### src/rtl/fetch_stage.sv
// Instruction fetch stage: issues word fetches to instruction memory and delivers
// instructions to decode through a registered IF/ID boundary with stall and redirect.
module fetch_stage #(
    parameter logic [31:0] RESET_PC = 32'h0000_0000
) (
    input  logic        clk,
    input  logic        reset_n,
    output logic        i_req,
    output logic [31:0] i_address,
    input  logic        i_ack,
    input  logic [31:0] i_data_read,
    input  logic        stall,
    input  logic        redirect,
    input  logic [31:0] redirect_pc,
    output logic        if_valid,
    output logic [31:0] if_instr,
    output logic [31:0] if_pc,
    output logic [31:0] if_pc_next
);

    typedef enum logic [1:0] {
        ST_RST     = 2'd0,
        ST_FETCH   = 2'd1,
        ST_HOLD    = 2'd2,
        ST_DISCARD = 2'd3
    } state_t;

    localparam logic [31:0] RESET_PC_ALIGNED = {RESET_PC[31:2], 2'b00};

    state_t      state_q,      state_d;
    logic [31:0] pc_q,         pc_d;
    logic [31:0] req_addr_q,   req_addr_d;
    logic [31:0] hold_buf_q,   hold_buf_d;
    logic        if_valid_q,   if_valid_d;
    logic [31:0] if_instr_q,   if_instr_d;
    logic [31:0] if_pc_q,      if_pc_d;
    logic [31:0] if_pc_next_q, if_pc_next_d;

    logic [31:0] redirect_tgt_s;
    logic [31:0] addr_inc_s;
    logic [31:0] addr_dec_s;

    assign redirect_tgt_s = {redirect_pc[31:2], 2'b00};
    assign addr_inc_s     = req_addr_q + 32'd4;
    assign addr_dec_s     = req_addr_q - 32'd4;

    // Memory request is a pure decode of state; the address is the live request register.
    assign i_req     = (state_q == ST_FETCH) || (state_q == ST_DISCARD);
    assign i_address = req_addr_q;

    assign if_valid   = if_valid_q;
    assign if_instr   = if_instr_q;
    assign if_pc      = if_pc_q;
    assign if_pc_next = if_pc_next_q;

    // Next-state and datapath selection; redirect outranks stall and ack in every state.
    always_comb begin
        state_d    = state_q;
        pc_d       = pc_q;
        req_addr_d = req_addr_q;
        hold_buf_d = hold_buf_q;
        if_valid_d = if_valid_q;
        if_instr_d = if_instr_q;
        if_pc_d    = if_pc_q;

        case (state_q)
            ST_RST: begin
                pc_d       = RESET_PC_ALIGNED;
                req_addr_d = RESET_PC_ALIGNED;
                state_d    = ST_FETCH;
            end
            ST_FETCH: begin
                if (redirect) begin
                    if_valid_d = 1'b0;
                    if_instr_d = 32'h0000_0000;
                    hold_buf_d = 32'h0000_0000;
                    pc_d       = redirect_tgt_s;
                    if (i_ack) begin
                        req_addr_d = redirect_tgt_s;
                        state_d    = ST_FETCH;
                    end else begin
                        // Request stays outstanding at the old address until it is acked.
                        state_d    = ST_DISCARD;
                    end
                end else if (stall) begin
                    if (i_ack) begin
                        hold_buf_d = i_data_read;
                        req_addr_d = addr_inc_s;
                        pc_d       = addr_inc_s;
                        state_d    = ST_HOLD;
                    end else begin
                        state_d    = ST_FETCH;
                    end
                end else if (i_ack) begin
                    if_valid_d = 1'b1;
                    if_instr_d = i_data_read;
                    if_pc_d    = req_addr_q;
                    req_addr_d = addr_inc_s;
                    pc_d       = addr_inc_s;
                    state_d    = ST_FETCH;
                end else begin
                    if_valid_d = 1'b0;
                    if_instr_d = 32'h0000_0000;
                    state_d    = ST_FETCH;
                end
            end
            ST_HOLD: begin
                if (redirect) begin
                    if_valid_d = 1'b0;
                    if_instr_d = 32'h0000_0000;
                    hold_buf_d = 32'h0000_0000;
                    pc_d       = redirect_tgt_s;
                    req_addr_d = redirect_tgt_s;
                    state_d    = ST_FETCH;
                end else if (stall) begin
                    state_d    = ST_HOLD;
                end else begin
                    if_valid_d = 1'b1;
                    if_instr_d = hold_buf_q;
                    if_pc_d    = addr_dec_s;
                    state_d    = ST_FETCH;
                end
            end
            ST_DISCARD: begin
                if (redirect) begin
                    if_valid_d = 1'b0;
                    if_instr_d = 32'h0000_0000;
                    pc_d       = redirect_tgt_s;
                    if (i_ack) begin
                        req_addr_d = redirect_tgt_s;
                        state_d    = ST_FETCH;
                    end else begin
                        state_d    = ST_DISCARD;
                    end
                end else if (i_ack) begin
                    req_addr_d = pc_q;
                    state_d    = ST_FETCH;
                end else begin
                    state_d    = ST_DISCARD;
                end
            end
            default: begin
                state_d = ST_RST;
            end
        endcase

        if_pc_next_d = if_pc_d + 32'd4;
    end

    // State and IF/ID registers with synchronous active-low reset.
    always_ff @(posedge clk) begin
        if (!reset_n) begin
            state_q      <= ST_RST;
            pc_q         <= RESET_PC_ALIGNED;
            req_addr_q   <= RESET_PC_ALIGNED;
            hold_buf_q   <= 32'h0000_0000;
            if_valid_q   <= 1'b0;
            if_instr_q   <= 32'h0000_0000;
            if_pc_q      <= 32'h0000_0000;
            if_pc_next_q <= 32'h0000_0004;
        end else begin
            state_q      <= state_d;
            pc_q         <= pc_d;
            req_addr_q   <= req_addr_d;
            hold_buf_q   <= hold_buf_d;
            if_valid_q   <= if_valid_d;
            if_instr_q   <= if_instr_d;
            if_pc_q      <= if_pc_d;
            if_pc_next_q <= if_pc_next_d;
        end
    end

endmodule

### config.mk
export PLATFORM = sky130hd
export DESIGN_NAME = fetch_stage
export DESIGN_NICKNAME = d
export VERILOG_FILES = /design/src/rtl/fetch_stage.sv
export SDC_FILE = /design/constraint.sdc
export NUM_CORES = 1
export LEC_CHECK = 0
export CAP_MARGIN = 0
export CELL_PAD_IN_SITES_DETAIL_PLACEMENT = 1
export CELL_PAD_IN_SITES_GLOBAL_PLACEMENT = 1
export CORE_ASPECT_RATIO = 0.8
export CORE_MARGIN = 10
export CORE_UTILIZATION = 35
export CTS_BUF_LIST = sky130_fd_sc_hd__clkbuf_4 sky130_fd_sc_hd__clkbuf_8
export CTS_CLUSTER_SIZE = 28
export DETAILED_ROUTE_END_ITERATION = 10
export MAX_ROUTING_LAYER = met4
export PLACE_DENSITY = 0.71
export SLEW_MARGIN = 0
export SYNTH_ARGS = -nofsm -noshare
export SYNTH_HDL_FRONTEND = slang
export SYNTH_SLANG_ARGS = --single-unit
export TNS_END_PERCENT = 10
### constraint.sdc
create_clock -name clk -period 4.85 [get_ports clk]
set_input_delay 0.97 -clock clk [delete_from_list [all_inputs] [get_ports clk]]
set_output_delay 0.97 -clock clk [all_outputs]
set_load 0.05 [all_outputs]
==> results.ini <==
[hold_path]
min_path_type = reg2reg

[placement]
dp_hpwl_um = 31400
placed_cells = 1934
gp_congestion = 0.878
io_buffer_count = 196
placed_area_um2 = 13100

[logic_synthesis]
ys_warn_count = 0
syn_inst = 1405
syn_avg_cell_area_um2 = 7.61
synth_edf_count = 0
syn_nets = 1482
synthArstFlopShare = 0
yosysSeqAreaShare = 0.361
netlist_area_um2 = 10700
synth_cell_types = 80
yosys_register_bits = 193
dominantRegCellSynth = dfxtp_1

[sta]
fin_crit_sh = 0.860
setup_viol = 0
finalMaxSlewViolations = 0
hold_viol = 0
tns_ns = 0
max_slew_margin = 0.298
max_freq_mhz = 240
hold_slack_ns = 0.459
period_needed_ns = 4.17
worst_slew_pin_slew_ns = 1.05
rsz0062_at_grt = no
fin_skew_ns = 0.0190

[global_route]
grt_pass1_wl_um = 69100
overflow = 0
grt_max_degree = 61
antenna_found_initial = 0
grt_pass1_vias = 11400
gr-usage-all-layers = 0.234

[setup_path]
cpMaxStageDelayCell = clkdlybuf4s50_1
cp_data_arrival_time_ns = 3.20
cp_data_required_time_ns = 3.88
timing_worst_setup_path_type = reg2out
path_cells = inv_1 > ha_1 > buf_4 > inv_1 > buf_4 > nand2_1 > clkdlybuf4s50_1
path_max_fanout = 25
start_kind = flip-flop
cp-end-kind = output pin
max_stage_delay_ns = 0.86

[routing]
vias = 11400
wl_um = 44300
drtIter0Drc = 968
drc = 0
ant_nets = 0
drt_first_pass_iters = 7
routed_via_density = 5.78
wl_per_cell_um = 22.5

[final_layout]
nFillCells = 3717
fin_nets = 1617
fin_util = 0.446
drive_gt1_frac = 0.0824
areaGrowthSynthToFinish_pct = 26.0
fin_cells = 1966
n_antenna_cell = 0
final_area_um2 = 13500

[clock_tree]
cts_hold_buf = 0
cts_tree = built
cts-root-buf = clkbuf_8
h-tree-depth = 4
post-cts-setup-buffers = 0
cts_made_buffers = 17
cts.reportedPaths.clkPinSlew_ns = 0.11
clk_path_buf_depth = 2
cts_sinks = 193
cts_resized = 0
clock_latency_ns = 0.49

[status]
status = finished, final reports clean

[floorplanning]
row_count = 57
dieWidth_um = 215
dieHeight_um = 176
ios = 199
design.die.area_um2 = 38000
initial_utilization = 0.354
core_um2 = 30200

[run]
max_cap_violations = 0

[power_and_ir_drop]
p_leak_nw = 4.84
p_per_area_nw_per_um2 = 272
ir_drop_mv = 0.169

[worst max-delay path, delay by kind of cell, from the launching register on]
family | cells | cell delay [ns]
adder cells (fa/ha/maj) | 1 | 0.41
buffers and inverters | 5 | 1.72
flip-flops | 1 | 0.35
AND/OR/NAND/NOR | 1 | 0.23
[layout by cell type (no fill, tap or decap), types with 27 or more instances in the layout]
| cell type | count |
|---|---|
| nand3_1 | 61 |
| clkdlybuf4s50_1 | 194 |
| nand2_1 | 139 |
| a211oi_1 | 35 |
| inv_1 | 27 |
| buf_4 | 56 |
| a22oi_1 | 75 |
| nor2_1 | 178 |
| o21ai_0 | 85 |
| a21oi_1 | 100 |
| dfxtp_1 | 193 |
[registers in the layout, indices dropped and copies added, names as in the netlist, named ones only]
name / count
if_pc_next: 30
state_q: 2
hold_buf_q: 32
if_pc: 30
if_instr: 32
i_address: 32
pc_q: 32
if_valid: 1
[power by group]
| part | switching [W] | internal (W) |
|---|---|---|
| combinational | 0.000585 | 0.000290 |
| clock | 0.000670 | 0.000440 |
| sequential | 0.0000430 | 0.00164 |
| total | 0.00130 | 0.00237 |
[final timing paths]
path / slack (ns) / start / depth (start not counted) / end
worst max-delay path: 0.68 / state_q[1]$_SDFF_PN0_ / 7 / i_req
worst min register to register: 0.46 / hold_buf_q[3]$_SDFFE_PN0P_ / 2 / hold_buf_q[3]$_SDFFE_PN0P_
worst max register to register: 0.71 / i_address[10]$_SDFFE_PN0P_ / 9 / if_pc_next[31]$_SDFF_PN0_
worst min-delay path: 0.46 / hold_buf_q[3]$_SDFFE_PN0P_ / 2 / hold_buf_q[3]$_SDFFE_PN0P_
[synthesized netlist by cell type, types with 13 or more instances]
| cell type | instances | share of area |
|---|---|---|
| a211oi_1 | 35 | 0.025 |
| a21oi_1 | 103 | 0.048 |
| a22oi_1 | 75 | 0.053 |
| a31oi_1 | 15 | 0.0088 |
| and2_1 | 19 | 0.011 |
| and3_1 | 19 | 0.011 |
| clkbuf_1 | 119 | 0.042 |
| dfxtp_1 | 193 | 0.36 |
| inv_1 | 27 | 0.0095 |
| mux2i_1 | 13 | 0.012 |
| nand2_1 | 139 | 0.049 |
| nand3_1 | 61 | 0.029 |
| nor2_1 | 180 | 0.063 |
| nor3_1 | 23 | 0.011 |
| nor4_1 | 14 | 0.0082 |
| o211ai_1 | 15 | 0.011 |
| o21ai_0 | 85 | 0.040 |
| xnor2_1 | 25 | 0.020 |
| xor2_1 | 24 | 0.020 |
[stage by stage]
stage               total power (W)  worst slack [ns]
finish                      0.00367             0.678
global route                0.00384             0.452
CTS                         0.00369             0.683
detailed placement          0.00259             0.285
global placement            0.00257             0.392
floorplan                   0.00226             0.931
[cell type report]
class,count,area [µm²],area share
sequential,193,3860,0.287
clock inverter,14,144,0.0107
timing repair buffer,251,2370,0.176
inverter,29,111,0.00826
multi-input combinational,1048,6230,0.462
tap,413,517,0.0383
clock buffer,18,248,0.0184
[per-layer routing]
layer / part of all wire / vias up / global-route usage
met3: 0.056 / 53 / 0.0357
met1: 0.48 / 5632 / 0.320
li1: - / 5339 / -
met2: 0.44 / 338 / 0.347
met5: 0 / - / -
met4: 0.021 / 0 / 0.0720
[logic make-up after synthesis]
logic type      count (synthesis)  share of synthesized area
fa+ha+maj                       8                    0.00936
simple gates                  544                      0.247
mux                            16                     0.0153
flops                         193                      0.361
xor+xnor                       49                     0.0401
compound gates                431                      0.266
buf+inv                       164                     0.0611
(Power assumes the default switching activity.)
